File: config.mk
export PLATFORM = sky130hd
export DESIGN_NAME = result_accumulator
export DESIGN_NICKNAME = d
export VERILOG_FILES = /design/src/rtl/result_accumulator_pkg.sv /design/src/rtl/acc_add_sat.sv /design/src/rtl/result_accumulator.sv
export SDC_FILE = /design/constraint.sdc
export NUM_CORES = 1
export LEC_CHECK = 0
export ABC_AREA = 1
export CORE_AREA = 10 10 109 111
export CTS_BUF_LIST = sky130_fd_sc_hd__clkbuf_4
export DETAILED_ROUTE_END_ITERATION = 7
export DIE_AREA = 0 0 119 121
export PLACE_DENSITY = 0.73
export SYNTH_ARGS = -nofsm -noshare
export SYNTH_HDL_FRONTEND = slang
export SYNTH_SLANG_ARGS = --single-unit
export TNS_END_PERCENT = 20
File: constraint.sdc
create_clock -name clk -period 2.54 [get_ports clk]
set_clock_uncertainty 0.05 [all_clocks]
set_input_delay 0.381 -clock clk [delete_from_list [all_inputs] [get_ports clk]]
set_output_delay 0.381 -clock clk [all_outputs]
set_load 0.005 [all_outputs]
File: src/rtl/result_accumulator_pkg.sv
// Shared definitions for the result accumulator slice.
//   - acc_state_e     : FSM state encoding (idle, accumulating, holding a result)
//   - DataWDefault    : default sample/sum datapath width
//   - BlockLenDefault : default number of samples per output block
package result_accumulator_pkg;

    localparam int unsigned DataWDefault    = 32;
    localparam int unsigned BlockLenDefault = 8;

    typedef enum logic [1:0] {
        StIdle  = 2'd0,
        StAccum = 2'd1,
        StHold  = 2'd2
    } acc_state_e;

endpackage

File: src/rtl/acc_add_sat.sv
// Adder for the result accumulator: sums the running total with a new sample and
// reports carry-out. With RESULT_ACCUMULATOR_SATURATE_EN defined, a carry clamps the
// result to all-ones; otherwise the result wraps modulo 2^DATA_W.
//
// Ports:
//   a_i     [DATA_W-1:0]  running sum
//   b_i     [DATA_W-1:0]  incoming sample
//   sum_o   [DATA_W-1:0]  next running sum (wrapped or saturated)
//   carry_o               carry-out of the unsaturated add
module acc_add_sat
    import result_accumulator_pkg::*;
#(
    parameter int unsigned DATA_W = DataWDefault
) (
    input  logic [DATA_W-1:0] a_i,
    input  logic [DATA_W-1:0] b_i,
    output logic [DATA_W-1:0] sum_o,
    output logic              carry_o
);

    logic [DATA_W:0] full_sum;

    assign full_sum = {1'b0, a_i} + {1'b0, b_i};
    assign carry_o  = full_sum[DATA_W];

`ifdef RESULT_ACCUMULATOR_SATURATE_EN
    // Once clamped, any further non-zero add carries again, so the sum stays
    // pinned at all-ones for the rest of the block.
    assign sum_o = carry_o ? {DATA_W{1'b1}} : full_sum[DATA_W-1:0];
`else
    assign sum_o = full_sum[DATA_W-1:0];
`endif

endmodule

File: src/rtl/result_accumulator.sv
// Block result accumulator: sums BLOCK_LEN accepted samples, then holds the sum and
// a sticky overflow flag until the consumer takes it. clear aborts the current block.
// Optional macro RESULT_ACCUMULATOR_SATURATE_EN selects saturating instead of
// wrapping addition (implemented in acc_add_sat).
//
// Ports:
//   clk        rising-edge clock
//   rst        asynchronous active-high reset
//   clear      synchronous abort of the current block (highest priority)
//   in_y       sample input, in_valid qualifies it, in_ready accepts it
//   out_sum    completed block sum (0 unless out_valid)
//   out_ovf    completed block overflowed (0 unless out_valid)
//   out_valid  result is presented, out_ready takes it
//   busy       block partially accumulated or result being held
module result_accumulator
    import result_accumulator_pkg::*;
#(
    parameter int unsigned BLOCK_LEN = BlockLenDefault,
    parameter int unsigned DATA_W    = DataWDefault
) (
    input  logic              clk,
    input  logic              rst,
    input  logic              clear,
    input  logic [DATA_W-1:0] in_y,
    input  logic              in_valid,
    output logic              in_ready,
    output logic [DATA_W-1:0] out_sum,
    output logic              out_ovf,
    output logic              out_valid,
    input  logic              out_ready,
    output logic              busy
);

    // BLOCK_LEN is at most 255, so an 8-bit count always suffices.
    localparam int unsigned CntW    = 8;
    localparam logic [CntW-1:0] LastCnt = CntW'(BLOCK_LEN - 1);

    acc_state_e        state_q, state_d;
    logic [DATA_W-1:0] sum_q, sum_d;
    logic [CntW-1:0]   count_q, count_d;
    logic              ovf_q, ovf_d;

    logic [DATA_W-1:0] add_sum;
    logic              add_carry;
    logic              xfer;

    acc_add_sat #(
        .DATA_W (DATA_W)
    ) u_add (
        .a_i     (sum_q),
        .b_i     (in_y),
        .sum_o   (add_sum),
        .carry_o (add_carry)
    );

    // Ready is a pure function of registered state.
    assign in_ready  = (state_q != StHold);
    assign xfer      = in_valid && in_ready;
    assign out_valid = (state_q == StHold);
    assign out_sum   = out_valid ? sum_q : '0;
    assign out_ovf   = out_valid ? ovf_q : 1'b0;
    assign busy      = (state_q != StIdle);

    always_comb begin
        state_d = state_q;
        sum_d   = sum_q;
        count_d = count_q;
        ovf_d   = ovf_q;

        if (clear) begin
            state_d = StIdle;
            sum_d   = '0;
            count_d = '0;
            ovf_d   = 1'b0;
        end else begin
            unique case (state_q)
                StIdle: begin
                    if (xfer) begin
                        state_d = StAccum;
                        sum_d   = in_y;
                        count_d = CntW'(1);
                        ovf_d   = 1'b0;
                    end
                end
                StAccum: begin
                    if (xfer) begin
                        sum_d   = add_sum;
                        count_d = count_q + CntW'(1);
                        ovf_d   = ovf_q | add_carry;
                        if (count_q == LastCnt) begin
                            state_d = StHold;
                        end
                    end
                end
                StHold: begin
                    if (out_ready) begin
                        state_d = StIdle;
                        sum_d   = '0;
                        count_d = '0;
                        ovf_d   = 1'b0;
                    end
                end
                default: begin
                    state_d = StIdle;
                    sum_d   = '0;
                    count_d = '0;
                    ovf_d   = 1'b0;
                end
            endcase
        end
    end

    always_ff @(posedge clk or posedge rst) begin
        if (rst) begin
            state_q <= StIdle;
            sum_q   <= '0;
            count_q <= '0;
            ovf_q   <= 1'b0;
        end else begin
            state_q <= state_d;
            sum_q   <= sum_d;
            count_q <= count_d;
            ovf_q   <= ovf_d;
        end
    end

endmodule

Word level (Yosys, flattened, before mapping)
Cells that the tools add are included.

Bits in registers: 43.

Equality and inequality tests: 8. Reduce and logical (&&, ||, !) cells: 5. $add $sub $neg: 2. Bitwise operators: 1. Mux-type cells: 23.

Operators with widths (count): $mux 32 (5); $pmux 32 s3 (1); $add 32x32->33 (1); $mux 8 (4); $pmux 8 s3 (1); $mux 2 (5); $ne 3x3->1 const B (3); $add 8x1->8 const B (1); $eq 8x3->1 const B (1); $pmux 2 s3 (1); $mux 1 (5); $reduce_and 4->1 (1); $ne 3x2->1 const B (1); $pmux 1 s3 (1); $reduce_and 3->1 (1); $eq 2x1->1 const B (1); $eq 2x2->1 const B (1); $logic_not 2->1 (1); $ne 2x2->1 const B (1); $reduce_bool 2->1 (1); $logic_and 1x1->1 (1); $or 1x1->1 (1).

Logic depth before layout (Yosys ltp)
Gate-level depths: netlist of run 1.

Depth after elaboration: 5. Gate-level depth with buffers: 15. Gate-level depth less buffers: 15.

Cells and area by module
From an unflattened synthesis of run 1, not the netlist that was laid out.

Cell total of the unflattened synthesis: 809. Area, all modules: 4767.1 um2.

By module, submodules not included: acc_add_sat (times used 1, area each 2423.6 um2, cells each 505); result_accumulator (times used 1, area each 2343.5 um2, cells each 304).

Worst setup path after synthesis of run 1
No wires, ideal clock.

Kind: in2reg. Start point: input port in_y[0]. End point: register sum_q[20]. Stages on the path: 15. Arrival time: 1.770 ns. Setup time: 0.121 ns. Buffers on the path: 0. Data required time: 2.369 ns. Slack: 0.598 ns. Cells stage by stage: ha_1 -> inv_1 -> fa_1 -> inv_1 -> nand3_1 -> nand3_1 -> nand2_1 -> nand2_1 -> a21oi_1 -> inv_1 -> nand2_1 -> nand2_1 -> nand2_1 -> nand3_1 -> nand2_1.

Cells in the longest elaborated chain, start to end: 4.

Ends and longest elaborated chain: from (decl) (RTL line result_accumulator.sv:24) `input logic [DATA_W-1:0] in_y,`; $add 32x32->33 (RTL line acc_add_sat.sv:23) `assign full_sum = {1'b0, a_i} + {1'b0, b_i};`; $mux 32 (RTL line result_accumulator.sv:86) `if (xfer) begin`; $pmux 32 s3 (RTL line result_accumulator.sv:76) `unique case (state_q)`; $mux 32 (RTL line result_accumulator.sv:70) `if (clear) begin`; to (signal assigned) (RTL line result_accumulator.sv:121) `sum_q <= sum_d;`; to (decl) (RTL line result_accumulator.sv:39) `logic [DATA_W-1:0] sum_q, sum_d;`.

Every way passes these cells. The select of a mux whose other input is x is not followed. A chain may end at the register's enable or synchronous reset.

Final worst setup path of run 1
Start point: register state_q[1]. End point: output port out_sum[9].

Cells in the longest elaborated chain, start to end: 2.

Ends and longest elaborated chain: from (decl) (RTL line result_accumulator.sv:38) `acc_state_e state_q, state_d;`; from (signal assigned) (RTL line result_accumulator.sv:115) `state_q <= StIdle;`; from (signal assigned) (RTL line result_accumulator.sv:120) `state_q <= state_d;`; $eq 2x2->1 (RTL line result_accumulator.sv:59) `assign out_valid = (state_q == StHold);`; $mux 32 (RTL line result_accumulator.sv:60) `assign out_sum = out_valid ? sum_q : '0;`; to (decl) (RTL line result_accumulator.sv:27) `output logic [DATA_W-1:0] out_sum,`.

Every way passes these cells.

==> flow_summary.toml, run 1 <==
[status]
outcome = "completed"

[sta]
hold_violations = 0
grt_setup_unrepaired = "no"
post-route-worst-setup-slack_ns = 0.165
timing_worst_slew_pin_value_ns = 0.599
final.hold.worst_slack_ns = 0.390
count_of_endpoints_failing_setup_in_the_final_report = 0
timing.final.crit_share_pct = 93.5
period_needed_ns = 2.38
final.setup.tns_ns = 0
timing.max_slew.rel_slack_pct = 60.1
slew_violations = 0
achievable-frequency_ghz = 0.421

[detailed_routing]
antenna_violating_nets_post_route = 0
detailedRoute.firstPassIterationCount = 5
detail_route.drc_violations = 0
detail_route.wirelength_um = 13800
vias_per_cell = 5.04
post_drt_wl_per_cell_um = 14.5
detailed_route_iter0_violations = 265
vias = 4777

[yosys]
yosys-top-cells-area = "dfrtp_1 25%, nand2_1 20%, ha_1 9.6%"
yosysSeqAreaShare_pct = 25.0
synth-edff-count = 0
cell_taking_the_most_area_after_synthesis = "dfrtp_1"
yosys_most_used_dff = "dfrtp_1"
average_cell_area_after_synthesis_um2 = 5.99
synth.ff_latch_count = 43
yosysWarnings = 0
netlist_instances = 718
mappedNetlistNets = 789
synth.lib_cells_used.distinct = 33
synth_area_um2 = 4300
synth-async-reset-ratio_pct = 100
synthDominantCellAreaShare_pct = 25.0

[setup_path]
setup.worst_path.end_class = "primary output"
crit_path_max_fanout = 19
criticalPathCategory = "register to primary output"
data_required_time_of_the_worst_path_ns = 2.11
timing.critical_path.arrival_ns = 1.94
setup.worst_path.start_class = "register"

[global_route]
track_usage_pct = 19.1
grt.met3_usage_pct = 3.35
grt_pass1_wl_um = 23200
grt_remaining_overflow = 0
gr-usage-met1_pct = 24.4
vias_in_the_first_global_route = 4856
grt-busiest-layer = "met2"
grt_max_degree = 44
globalRouteMet2Util_pct = 32.2
grt_antenna_before_repair = 0

[placed_design]
dp_worst_setup_slack_ns = -0.105
placed_cells = 939
placement.cell_area_um2 = 5340
globalplace.congestion = 0.880
io_buffer_count = 72
dp.final_hpwl_um = 11000

[cells_and_area]
layout.core_utilization_pct = 56.3
design_area_um2 = 5430
post_route_cells_drive_above_1_share_pct = 6.88
insertedDiodeCount = 0
final_cell_count_no_fill = 947
layout.cells.most_common = "nand2_1"
nets = 884
most_frequent_cells_in_the_layout = "232 x nand2_1, 105 x inv_1, 98 x nor2_1"
syn2layout_area_growth_pct = 26.2

[floorplanning]
die-height_um = 121
fp.coreArea_um2 = 9640
num_rows = 36
start_util_pct = 44.7
dieArea_um2 = 14400
fp.dieW_um = 119
io_pins = 73

[pwr]
total_power_mw = 4.87
vdd_drop_max_mv = 0.307
comb_power_share_pct = 67.1
pwr-share-seq_pct = 23.0
sw_frac_of_total_pct = 51.2
power.static_leakage_nw = 2.83
switching_power_mw = 2.49
p_int_mw = 2.38
power.density_cell_area_nw_per_um2 = 897
clock_power_share_pct = 10.0

[worst_hold_path]
holdCritPathClass = "input port to async pin"

[clocking]
clock_slew_seen_by_the_registers_of_the_worst_setup_and_hold_paths_ns = 0.16
numCtsBuffers = 5
clock_insertion_delay_worst_skew_ns = 0.37
ctsRootBufferMaster = "clkbuf_4"
h-tree-depth = 2
tritoncts = "built"
post_cts.repair.setup_buffers = 0
clock_path_buffers = 2
cts_num_sinks = 43
cts-hold-fix-buffers = 0

[run]
timing.max_cap.violations = 0
-- layer usage --
| metal | routed length (um) | up-vias |
|---|---|---|
| li1 | - | 2480 |
| met1 | 6340 | 2152 |
| met2 | 6300 | 123 |
| met3 | 794 | 22 |
| met4 | 325 | 0 |
| met5 | 0 | - |
-- cells in the mapped netlist (all sizes together) (4+ instances only) --
cell type    n
clkbuf       4
nand2      237
o21ai       32
ha          33
buf          7
nor2       102
o21bai       5
nor3        11
inv        114
nand4        5
dfrtp       43
a21oi       41
nand3       42
a22oi       20
-- sequential cells by signal, summed over array words and instances, names as in the netlist --
signal and count:
count_q 8, ovf_q 1, state_q 2, sum_q 32
-- power groups by stage --
| stage | clock [mW] | combinational (mW) | sequential, mW |
|---|---|---|---|
| global route | 0.522 | 3.74 | 1.15 |
| global placement | 0 | 3.18 | 1.11 |
| finish | 0.486 | 3.27 | 1.12 |
| detailed placement | 0 | 3.22 | 1.13 |
| CTS | 0.505 | 3.24 | 1.11 |
| floorplan | 0 | 2.19 | 1.07 |
-- cell families after synthesis --
group,synth area share [%]
AND/OR/NAND/NOR,38.8
buffers and inverters,11.2
AO/OA/AOI/OAI,14.7
flip-flops,25.0
adder cells (fa/ha/maj),10.1
XOR/XNOR,0.204
-- critical path: stages (launching register included) --
cell and delay, ns:
dfrtp_1 0.54, nand2_8 0.16, buf_4 0.23, nor2_1 0.11, clkdlybuf4s50_1 0.53
-- worst paths after layout --
path,start,to,slack (ns),cells past startpoint
max in group asynchronous,rst,sum_q[5],1.65,3
max,state_q[1],out_sum[9],0.16,4
max reg2reg,sum_q[5],sum_q[16],0.35,9
min in group clk,count_q[7],count_q[7],0.47,1
min,rst,sum_q[25],0.39,3
min reg2reg,count_q[7],count_q[7],0.47,1
-- area by class of cell --
type / instances / area [um^2]
Clock buffer: 5 / 37.5
Fill cell: 1008 / 4210
Multi-Input combinational cell: 550 / 2750
Sequential cell: 43 / 1080
Timing Repair Buffer: 99 / 923
Clock inverter: 3 / 46.3
Tap cell: 133 / 166
Inverter: 114 / 428
-- repair_timing --
| item | in CTS | in global routing |
|---|---|---|
| endpoints found under the hold margin | 0 | 0 |
| setup endpoints to repair | 0 | 2 |
| resized for setup | 0 | 1 |
Note: power is estimated with default switching activity, not from simulation.
==> inputs of run 2 (changes only) <==
--- a/config.mk
+++ b/config.mk
@@ -6,11 +6,11 @@
 export NUM_CORES = 1
 export LEC_CHECK = 0
 export ABC_AREA = 1
-export CORE_AREA = 10 10 109 111
+export CORE_AREA = 10 10 105 116
 export CTS_BUF_LIST = sky130_fd_sc_hd__clkbuf_4
 export DETAILED_ROUTE_END_ITERATION = 7
-export DIE_AREA = 0 0 119 121
-export PLACE_DENSITY = 0.73
+export DIE_AREA = 0 0 115 126
+export PLACE_DENSITY = 0.72
 export SYNTH_ARGS = -nofsm -noshare
 export SYNTH_HDL_FRONTEND = slang
 export SYNTH_SLANG_ARGS = --single-unit
==> run 2 against run 1 <==
Compared with the run above:
- fmax grew 1.5%
- non-clock buffer count shrank 6
- setup slack gained 0.034 ns
- final cell count shrank 1.9%
- sequential share of layout area up 0.25 points
- register-to-register slack lost 0.07 ns
- wire length fell by 2.1%
- critical endpoint is now out_ovf
- highest routed layer unchanged
==> flow_summary.toml, run 2 (synthesized netlist as in run 1, its figures left out) <==
[status]
outcome = "completed"

[sta]
timing.final.crit_share_pct = 92.2
final.hold.worst_slack_ns = 0.265
slew_violations = 0
timing.max_slew.rel_slack_pct = 68.1
hold_violations = 0
timing_worst_slew_pin_value_ns = 0.478
post-route-worst-setup-slack_ns = 0.199
achievable-frequency_ghz = 0.427
period_needed_ns = 2.34
count_of_endpoints_failing_setup_in_the_final_report = 0
grt_setup_unrepaired = "no"

[placed_design]
globalplace.congestion = 0.956
dp_worst_setup_slack_ns = -0.0912
dp.final_hpwl_um = 10700
io_buffer_count = 72
placement.cell_area_um2 = 5280

[worst_hold_path]
holdCritPathClass = "input port to async pin"

[clocking]
post_cts.resized_instances = 0
numCtsBuffers = 5
post_cts.repair.setup_buffers = 0
ctsRootBufferMaster = "clkbuf_4"
h-tree-depth = 2
tritoncts = "built"
cts-hold-fix-buffers = 0
clock_slew_seen_by_the_registers_of_the_worst_setup_and_hold_paths_ns = 0.16
cts_num_sinks = 43
clock_insertion_delay_worst_skew_ns = 0.39
clock_path_buffers = 2

[global_route]
vias_in_the_first_global_route = 4778
grt_max_degree = 27
grt_remaining_overflow = 0
gr-usage-met1_pct = 22.4
globalRouteMet2Util_pct = 31.7
grt.met3_usage_pct = 3.51
track_usage_pct = 18.4
grt-busiest-layer = "met2"
grt_pass1_wl_um = 22300
grt_antenna_before_repair = 1

[detailed_routing]
post_drt_wl_per_cell_um = 14.5
vias = 4824
detailedRoute.firstPassIterationCount = 5
detailed_route_iter0_violations = 297
vias_per_cell = 5.19
detail_route.drc_violations = 0
detail_route.wirelength_um = 13500
antenna_violating_nets_post_route = 0

[pwr]
comb_power_share_pct = 66.4
pwr-share-seq_pct = 23.3
switching_power_mw = 2.46
sw_frac_of_total_pct = 51.3
power.density_cell_area_nw_per_um2 = 893
total_power_mw = 4.79
clock_power_share_pct = 10.3
vdd_drop_max_mv = 0.275
p_int_mw = 2.33
power.static_leakage_nw = 2.81

[setup_path]
crit_path_max_fanout = 35
r2r_slack_ns = 0.28
data_required_time_of_the_worst_path_ns = 2.11
crit-reg2reg-launch = "state_q[1]"
worst_r2r_path_depth = 11
timing.critical_path.arrival_ns = 1.91
criticalPathCategory = "register to primary output"
endpoint_of_the_worst_register_to_register_path = "sum_q[11]"
setup.worst_path.start_class = "register"
setup.worst_path.end_class = "primary output"

[floorplanning]
io_pins = 73
die-height_um = 126
num_rows = 38
start_util_pct = 43.9
dieArea_um2 = 14500
fp.coreArea_um2 = 9790
fp.dieW_um = 115

[cells_and_area]
fillers = 992
max_ffs_per_register = 32
largest_registers = "sum_q (32), count_q (8), state_q (2)"
nets = 878
layout.cells.most_common = "nand2_1"
design_area_um2 = 5360
max_flop_register = "sum_q"
layout.core_utilization_pct = 54.8
multi_input_area_um2 = 2740
most_frequent_cells_in_the_layout = "232 x nand2_1, 106 x inv_1, 98 x nor2_1"
syn2layout_area_growth_pct = 24.6
flip_flop_and_latch_area_um2 = 1080
post_route_cells_drive_above_1_share_pct = 6.19

[run]
timing.max_cap.violations = 0
==> run 2: worst max-delay path by stage <==
stage	start	end	slack (ns)	cells past startpoint
floorplan	in_y[0]	sum_q[20]	0.60	15
global placement	in_y[0]	sum_q[16]	-0.05	14
detailed placement	in_y[0]	sum_q[16]	-0.09	14
CTS	state_q[1]	out_ovf	0.07	4
global route	state_q[0]	out_sum[15]	0.05	4
finish	state_q[1]	out_ovf	0.20	3
==> run 2: final cells by class <==
type,instances,area share [%]
Inverter,114,7.98
Multi-Input combinational cell,550,51.2
Sequential cell,43,20.1
Clock buffer,5,0.700
Timing Repair Buffer,93,16.4
Antenna cell,1,0.0467
Tap cell,120,2.80
Clock inverter,3,0.886
==> run 2: per-layer routing <==
| metal | wire (um) | vias up |
|---|---|---|
| met5 | 0 | - |
| met4 | 245 | 0 |
| met3 | 770 | 19 |
| met2 | 6480 | 128 |
| met1 | 5970 | 2211 |
| li1 | - | 2466 |
==> run 2: through the flow <==
stage	cells	setup TNS [ns]
detailed placement	921	-0.391
global route	929	0
floorplan	718	0
finish	929	0
global placement	921	-0.0936
CTS	929	0
==> run 2: worst max-delay path: stages, from the launching register on <==
cell	delay, ns
dfrtp_1	0.49
nand2_4	0.29
nor2_1	0.20
clkdlybuf4s50_1	0.53
==> run 2: power by group through the flow <==
stage | sequential (mW) | clock [mW] | combinational (mW)
6_report | 1.12 | 0.492 | 3.18
5_1_grt | 1.15 | 0.532 | 3.61
4_1_cts | 1.11 | 0.512 | 3.17
3_5_place_dp | 1.13 | 0 | 3.14
3_3_place_gp | 1.11 | 0 | 3.10
2_1_floorplan | 1.07 | 0 | 2.19
==> inputs of run 3 (changes only) <==
==> constraint.sdc (replaced) <==
create_clock -name clk -period 2.8 [get_ports clk]
set_clock_uncertainty 0.05 [all_clocks]
set_input_delay 0.42 -clock clk [delete_from_list [all_inputs] [get_ports clk]]
set_output_delay 0.42 -clock clk [all_outputs]
set_load 0.005 [all_outputs]
==> run 3 against run 2 <==
Compared with the run above:
- final cell count is 1.8% lower
- setup slack gained 0.23 ns
- combinational power down 13%
- utilization down 1.3 points
- global-route usage rose by 0.40 points
- final area is 2.4% lower
- clock power shrank 11%
- wire length is 0.17% higher
==> flow_summary.toml, run 3 (synthesized netlist as in run 1, its figures left out) <==
[cells_and_area]
most_frequent_cells_in_the_layout = "232 x nand2_1, 106 x inv_1, 98 x nor2_1"
max_flop_register = "sum_q"
fillers = 1030
layout.cells.most_common = "nand2_1"
largest_registers = "sum_q (32), count_q (8), state_q (2)"
post_route_cells_drive_above_1_share_pct = 4.17
max_ffs_per_register = 32
final_cell_count_no_fill = 912
nets = 861
syn2layout_area_growth_pct = 21.6

[pwr]
total_power_mw = 4.21
power.static_leakage_nw = 2.73
power.density_cell_area_nw_per_um2 = 804
vdd_drop_max_mv = 0.297

[placed_design]
globalplace.congestion = 0.958
io_buffer_count = 72
dp_worst_setup_slack_ns = 0.0277
placed_cells = 903
dp.final_hpwl_um = 10500

[global_route]
grt_remaining_overflow = 0
track_usage_pct = 18.8
grt_max_degree = 44
vias_in_the_first_global_route = 4679
grt_pass1_wl_um = 22900
grt_antenna_before_repair = 1

[clocking]
ctsRootBufferMaster = "clkbuf_4"
clock_insertion_delay_worst_skew_ns = 0.38
tritoncts = "built"
post_cts.resized_instances = 0
cts-hold-fix-buffers = 0
h-tree-depth = 2
post_cts.repair.setup_buffers = 0
numCtsBuffers = 5
clock_path_buffers = 2
clock_slew_seen_by_the_registers_of_the_worst_setup_and_hold_paths_ns = 0.15
cts_num_sinks = 43

[sta]
hold_violations = 0
final.hold.worst_slack_ns = 0.428
timing.final.crit_share_pct = 84.8
count_of_endpoints_failing_setup_in_the_final_report = 0
slew_violations = 0
final.setup.tns_ns = 0
period_needed_ns = 2.37
achievable-frequency_ghz = 0.421
timing_worst_slew_pin_value_ns = 0.599
grt_setup_unrepaired = "no"
post-route-worst-setup-slack_ns = 0.426
timing.max_slew.rel_slack_pct = 60.1

[setup_path]
timing.critical_path.arrival_ns = 2.64
r2r_slack_ns = 0.52
crit_path_max_fanout = 5
endpoint_of_the_worst_register_to_register_path = "sum_q[18]"
data_required_time_of_the_worst_path_ns = 3.07
criticalPathCategory = "input port to register"
setup.worst_path.end_class = "register"
timing.critical_path.to = "ovf_q"
worst_r2r_path_depth = 9
setup.worst_path.start_class = "input port"
crit-reg2reg-launch = "state_q[1]"
cp_startpoint = "in_y[0]"

[detailed_routing]
detailroute.wirelength.met3_um = 877
route.met2.wl_um = 6300
met1_length_um = 6060
vias = 4743
vias_per_cell = 5.20
detailed_route_iter0_violations = 369
post_drt_wl_per_cell_um = 14.8
detailedRoute.firstPassIterationCount = 7
antenna_violating_nets_post_route = 0
detail_route.drc_violations = 0
detail_route.wirelength_um = 13500
highest-signal-layer = "met4"

[floorplanning]
die-height_um = 126
io_pins = 73
num_rows = 38
start_util_pct = 43.9
dieArea_um2 = 14500
fp.dieW_um = 115
fp.coreArea_um2 = 9790

[run]
timing.max_cap.violations = 0

[status]
outcome = "completed"

[worst_hold_path]
holdCritPathClass = "input port to async pin"
run 3: changes by cell type in the layout (fill, tap and decap cells not counted), sizes merged:
cell,previous run,this run
buf,21,4
clkinv,1,0
clkinvlp,0,1
run 3: per-layer routing:
| metal | track usage [%] | vias up |
|---|---|---|
| met1 | 24.2 | 2131 |
| met4 | 5.69 | 0 |
| met2 | 31.0 | 160 |
| met5 | 0 | - |
| met3 | 3.23 | 17 |
| li1 | - | 2435 |
run 3: critical path, stage by stage:
cell	delay [ns]
clkdlybuf4s50_1	0.49
ha_1	0.18
inv_1	0.06
fa_1	0.38
inv_1	0.11
nand3_1	0.07
nand3_1	0.14
nand2_1	0.07
nand2_1	0.15
nand2_1	0.07
nand2_1	0.17
nand4_1	0.12
nand2_1	0.08
nand2_1	0.04
a21oi_1	0.11
run 3: worst min path at each step:
stage / endpoint / slack (ns) / cells past startpoint
after floorplan: count_q[7] / 0.39 / 1
after global placement: count_q[7] / 0.42 / 1
after detailed placement: count_q[7] / 0.41 / 1
after CTS: sum_q[19] / 0.44 / 3
after global routing: count_q[7] / 0.48 / 1
final: count_q[3] / 0.43 / 3
run 3: final cells by class:
cell class	count	area (um^2)	area share [%]
clock buffer	5	37.5	0.717
clock inverter	3	46.3	0.884
timing repair buffer	76	751	14.3
multi-input combinational	550	2740	52.4
sequential	43	1080	20.6
antenna	1	2.50	0.0478
tap	120	150	2.87
inverter	114	428	8.17
run 3: power by group:
group          internal (mW)  switching [mW]
logic                  0.983            1.78
registers              0.833           0.177
clock network          0.191           0.249
run 3: per-stage QoR:
stage / util, % / instance area (um^2)
CTS: 53.4 / 5230
floorplan: - / 4300
finish: 53.4 / 5240
global placement: 52.6 / 5150
detailed placement: 52.6 / 5150
global route: 53.4 / 5240
